$ cat src/rtl/imem_uart_loader.sv
// UART-driven debug loader: parses W/R byte commands, runs one SIB access
// (SETUP then ACCESS with timeout) and streams an ACK/NAK + read-data response.
module imem_uart_loader #(
  parameter int TIMEOUT = 1024
) (
  input  logic        clk,
  input  logic        reset,
  input  logic        rx_valid,
  input  logic [7:0]  rx_data,
  output logic        rx_ready,
  output logic        tx_valid,
  output logic [7:0]  tx_data,
  input  logic        tx_ready,
  output logic [15:0] sib_addr,
  output logic [31:0] sib_wdata,
  output logic        sib_sel,
  output logic        sib_enable,
  output logic        sib_write,
  output logic [3:0]  sib_mask,
  input  logic [31:0] sib_rdata,
  input  logic        sib_ready,
  input  logic        sib_resp,
  output logic        busy
);

  localparam int TW = $clog2(TIMEOUT + 1);
  localparam logic [7:0] ACK = 8'h06;
  localparam logic [7:0] NAK = 8'h15;

  typedef enum logic [2:0] {IDLE, ADDR_HI, ADDR_LO, DATA, SETUP, ACCESS, RESP} state_e;

  state_e        state_q, state_d;
  logic          write_q, write_d;
  logic [15:0]   addr_q, addr_d;
  logic [31:0]   wdata_q, wdata_d;
  logic [3:0]    mask_q, mask_d;
  logic [1:0]    byte_cnt_q, byte_cnt_d;
  logic [TW-1:0] tmo_cnt_q, tmo_cnt_d;
  // Response bytes are sent LSB-first by shifting right on each handshake.
  logic [39:0]   resp_q, resp_d;
  logic [2:0]    resp_cnt_q, resp_cnt_d;

  logic rx_fire, tx_fire;

  assign rx_ready   = (state_q == IDLE) || (state_q == ADDR_HI) ||
                      (state_q == ADDR_LO) || (state_q == DATA);
  assign tx_valid   = (state_q == RESP);
  assign tx_data    = resp_q[7:0];
  assign sib_sel    = (state_q == SETUP) || (state_q == ACCESS);
  assign sib_enable = (state_q == ACCESS);
  assign sib_addr   = addr_q;
  assign sib_wdata  = wdata_q;
  assign sib_write  = write_q;
  assign sib_mask   = mask_q;
  assign busy       = (state_q != IDLE);
  assign rx_fire    = rx_valid && rx_ready;
  assign tx_fire    = tx_valid && tx_ready;

  always_comb begin
    state_d    = state_q;
    write_d    = write_q;
    addr_d     = addr_q;
    wdata_d    = wdata_q;
    mask_d     = mask_q;
    byte_cnt_d = byte_cnt_q;
    tmo_cnt_d  = tmo_cnt_q;
    resp_d     = resp_q;
    resp_cnt_d = resp_cnt_q;
    case (state_q)
      IDLE: if (rx_fire) begin
        if (rx_data == 8'h57 || rx_data == 8'h52) begin
          write_d = (rx_data == 8'h57);
          state_d = ADDR_HI;
        end else begin
          resp_d     = {32'h0, NAK};
          resp_cnt_d = 3'd1;
          state_d    = RESP;
        end
      end
      ADDR_HI: if (rx_fire) begin
        addr_d[15:8] = rx_data;
        state_d      = ADDR_LO;
      end
      ADDR_LO: if (rx_fire) begin
        addr_d[7:0] = rx_data;
        mask_d      = write_q ? 4'hF : 4'h0;
        byte_cnt_d  = 2'd0;
        state_d     = write_q ? DATA : SETUP;
      end
      DATA: if (rx_fire) begin
        wdata_d[{byte_cnt_q, 3'b000} +: 8] = rx_data;
        byte_cnt_d = byte_cnt_q + 2'd1;
        if (byte_cnt_q == 2'd3) state_d = SETUP;
      end
      SETUP: begin
        tmo_cnt_d = '0;
        state_d   = ACCESS;
      end
      ACCESS: begin
        // A ready on the final allowed cycle still completes normally.
        if (sib_ready) begin
          if (sib_resp) begin
            resp_d     = {32'h0, NAK};
            resp_cnt_d = 3'd1;
          end else if (write_q) begin
            resp_d     = {32'h0, ACK};
            resp_cnt_d = 3'd1;
          end else begin
            resp_d     = {sib_rdata, ACK};
            resp_cnt_d = 3'd5;
          end
          state_d = RESP;
        end else if (tmo_cnt_q == TW'(TIMEOUT - 1)) begin
          resp_d     = {32'h0, NAK};
          resp_cnt_d = 3'd1;
          state_d    = RESP;
        end else begin
          tmo_cnt_d = tmo_cnt_q + TW'(1);
        end
      end
      RESP: if (tx_fire) begin
        resp_d     = {8'h0, resp_q[39:8]};
        resp_cnt_d = resp_cnt_q - 3'd1;
        if (resp_cnt_q == 3'd1) state_d = IDLE;
      end
      default: state_d = IDLE;
    endcase
  end

  always_ff @(posedge clk or negedge reset) begin
    if (!reset) begin
      state_q    <= IDLE;
      write_q    <= 1'b0;
      addr_q     <= '0;
      wdata_q    <= '0;
      mask_q     <= '0;
      byte_cnt_q <= '0;
      tmo_cnt_q  <= '0;
      resp_q     <= '0;
      resp_cnt_q <= '0;
    end else begin
      state_q    <= state_d;
      write_q    <= write_d;
      addr_q     <= addr_d;
      wdata_q    <= wdata_d;
      mask_q     <= mask_d;
      byte_cnt_q <= byte_cnt_d;
      tmo_cnt_q  <= tmo_cnt_d;
      resp_q     <= resp_d;
      resp_cnt_q <= resp_cnt_d;
    end
  end

endmodule

$ cat config.mk
export PLATFORM = sky130hd
export DESIGN_NAME = imem_uart_loader
export DESIGN_NICKNAME = d
export VERILOG_FILES = /design/src/rtl/imem_uart_loader.sv
export SDC_FILE = /design/constraint.sdc
export NUM_CORES = 1
export LEC_CHECK = 0
export CAP_MARGIN = 10
export CORE_UTILIZATION = 31
export DETAILED_ROUTE_END_ITERATION = 8
export SYNTH_ARGS = -nofsm -noshare
export SYNTH_HDL_FRONTEND = slang
export SYNTH_SLANG_ARGS = --single-unit
$ cat constraint.sdc
create_clock -name clk -period 1.9 [get_ports clk]
set_input_delay 0.38 -clock clk [delete_from_list [all_inputs] [get_ports clk]]
set_output_delay 0.38 -clock clk [all_outputs]
set_load 0.03 [all_outputs]
==> results.py <==
metrics = {
    "floorplanning": {
        "core_um2": 16100,
        "ioPinCount": 112,
        "dieArea_um2": 17100,
        "initial_core_util_pct": 32.1,
        "die_w_um": 131,
        "num_rows": 46,
        "die_h_um": 131,
    },
    "grt": {
        "grt-ovfl-total": 0,
        "grt_pass1_wl_mm": 21.1,
        "grt_max_degree": 110,
        "grt.busiest_layer": "met2",
        "grt_pass1_vias": 4139,
        "grt_util_all_layers_pct": 16.0,
        "grt_util_met3_pct": 2.77,
        "met2_usage_pct": 27.0,
        "met1_usage_pct": 20.5,
        "antenna_found_initial": 0,
    },
    "placement": {
        "hpwlAfterDp_mm": 9.51,
        "placed_cell_area_um2": 6900,
        "port_buffers": 111,
        "dp_slack_ns": -0.532,
        "finalWeightedCongestion": 0.803,
    },
    "route": {
        "antenna_left": 0,
        "drt_first_pass_iters": 4,
        "vias": 4135,
        "routedWlPerCell_um": 15.3,
        "via_per_inst": 4.84,
        "drt_wl_total_mm": 13.1,
        "drt_iter0_drc": 245,
        "drc": 0,
    },
    "synth": {
        "yosysSeqAreaShare_pct": 53.0,
        "synth_top_family_by_area": "compound AO/OA/AOI/OAI gates",
        "synth_fa_ha_area_share_pct": 2.19,
        "yosys-top-cells-area": "dfrtp_1 (53%), mux2_2 (9.0%), nand2_1 (6.0%)",
        "synth_most_common_cell": "dfrtp_1",
        "synth_compound_area_share_pct": 14.8,
        "synth_top_area_share_pct": 53.0,
        "synth_nets": 526,
        "synthFlopType": "dfrtp_1",
        "synth_warnings": 0,
        "syn_area_per_cell_um2": 10.9,
        "async_flop_share_pct": 100,
        "syn_area_um2": 5150,
        "synth_top_area_cell": "dfrtp_1",
        "synth_enable_flop_cells": 0,
        "synth.distinct_cells": 57,
        "synth_mux_area_share_pct": 11.2,
        "synth-simple-area-share_pct": 13.6,
        "synthXorXnorAreaFrac_pct": 0.170,
        "ys_ff_latch": 109,
        "synth_common_cells": "dfrtp_1 (109), nand2_1 (82), o21ai_0 (43)",
        "syn_inst": 471,
    },
    "critical_path": {
        "critPathMaxStageDelay_ns": 0.46,
        "r2r_start": "tmo_cnt_q[0]",
        "required_ns": 2.14,
        "cpLargestDelayFamily": "simple AND/OR/NAND/NOR gates",
        "endpoint_kind": "register",
        "path_max_fanout": 27,
        "arrival_ns": 2.22,
        "ff2ff_setup_slack_ns": -0.08,
        "setup.worst_path.start_class": "register",
        "r2r_cells": 6,
        "r2r-end": "resp_q[20]",
        "critPathKind": "reg -> reg",
        "cp_cell_sequence": "ha_2, nand3_2, or4_4, a22oi_4, buf_12, mux2_2",
        "slowest_stage": "or4_4",
        "critPathBufInv": 1,
    },
    "timing": {
        "hold_viol": 0,
        "max_freq_ghz": 0.505,
        "fin_crit_sh_pct": 104,
        "worst_slack_ns": -0.0794,
        "slew_headroom_pct": 61.0,
        "tns_ns": -2.11,
        "fin_crit_ns": 1.98,
        "setup_viol": 37,
        "rsz0062_at_grt": "true",
        "maxSlewViolCount": 0,
        "max_slew.worst_pin.slew_ns": 0.586,
        "clock-skew-final_ns": 0.00741,
    },
    "power": {
        "leakage_nw": 3.18,
        "ir_worst_vdd_v": 0.000524,
        "power.density_nw_per_um2": 1220,
    },
    "cts": {
        "cts_inserted_buffers": 9,
        "cts_buffer_depth": 2,
        "cts_tree": "yes",
        "clock_latency_ns": 0.35,
        "path_clk_slew_ns": 0.07,
        "root_buffer": "clkbuf_16",
        "h-tree-depth": 3,
        "cts.sink_count": 109,
        "ctsHoldBuffers": 0,
    },
    "final_layout": {
        "drive_above_1_share_pct": 24.7,
        "final_nets": 689,
        "fin_area_um2": 7370,
        "fillCellCount": 1460,
        "antenna_cells": 0,
        "fin_util_pct": 45.9,
        "syn2layout_area_growth_pct": 43.1,
    },
    "hold_path": {
        "holdCritPathClass": "in -> async",
    },
    "job": {
        "cap_violations": 0,
    },
    "status": {
        "violations": "setup timing",
        "status": "finished with violations",
    },
}
## flip-flops by register name, summed over array words and instances, names as in the netlist, 2 cells and up
name        cells
tmo_cnt_q      11
sib_wdata      32
sib_addr       16
resp_cnt_q      3
resp_q         40
byte_cnt_q      2
state_q         3
## worst register-to-register path: stages, from the launching register on
cell	delay (ns)
dfrtp_1	0.36
ha_2	0.19
nand3_2	0.08
or4_4	0.46
a22oi_4	0.20
buf_12	0.21
mux2_2	0.37
## layout by cell type (no fill, tap or decap), drive strengths merged, types with 5 or more instances in the layout
cell type	count
mux2i	9
nor3	10
inv	23
o21ai	43
nand3	5
a22o	29
mux2	43
nand2	82
ha	9
clkdlybuf4s50	103
dfrtp	109
a22oi	8
buf	76
nor2	10
clkbuf	10
## power by group
group          total, W  switching, W  internal (W)  leakage [nW]
Clock           0.00183      0.000911      0.000923         0.143
Sequential      0.00302      0.000286       0.00273          1.44
Combinational   0.00411       0.00221       0.00190          1.60
## worst max-delay path by stage
| stage | end | slack, ns | startpoint | cells after the start |
|---|---|---|---|---|
| after floorplan | resp_q[12] | -0.11 | tmo_cnt_q[3] | 5 |
| after global placement | resp_q[6] | -0.47 | rx_valid | 6 |
| after detailed placement | resp_q[38] | -0.53 | rx_valid | 6 |
| after CTS | resp_q[20] | -0.07 | tmo_cnt_q[0] | 6 |
| after global routing | resp_q[18] | -0.15 | tmo_cnt_q[0] | 6 |
| final | resp_q[20] | -0.08 | tmo_cnt_q[0] | 6 |
## logic make-up after synthesis
kind of cell,after synthesis
AO/OA/AOI/OAI,106
XOR/XNOR,1
adder cells (fa/ha/maj),9
buffers and inverters,51
flip-flops,109
multiplexers,52
AND/OR/NAND/NOR,143
## through the flow
| stage | std cells | total power [W] | hold slack [ns] |
|---|---|---|---|
| 2_1_floorplan | 471 | 0.00532 | 0.0844 |
| 3_3_place_gp | 830 | 0.00687 | 0.464 |
| 3_5_place_dp | 830 | 0.00696 | 0.470 |
| 4_1_cts | 849 | 0.00895 | 0.122 |
| 5_1_grt | 855 | 0.00948 | 0.145 |
| 6_report | 855 | 0.00897 | 0.0933 |
## final cells by class
type                            count  area [µm²]  area share [%]
Sequential cell                   109        2730            37.1
Multi-Input combinational cell    312        2250            30.6
Timing Repair Buffer              183        1750            23.7
Tap cell                          216         270            3.67
Clock buffer                        9         225            3.06
Inverter                           19        73.8            1.00
Clock inverter                      7        63.8           0.866
## routing by layer
layer | part of all wire [%] | wire [µm]
met2 | 52 | 6730
met1 | 44 | 5780
met5 | 0 | 0
met3 | 2.7 | 358
met4 | 1.5 | 192
## timing repair
item                                    in CTS  in global routing
gates resized for setup                     22                 14
endpoints found under the setup margin      48                 71
cloned                                       2                  0
pin swaps                                    1                  4
buffers inserted                             1                  6
Power figures use the tool's default switching activity.
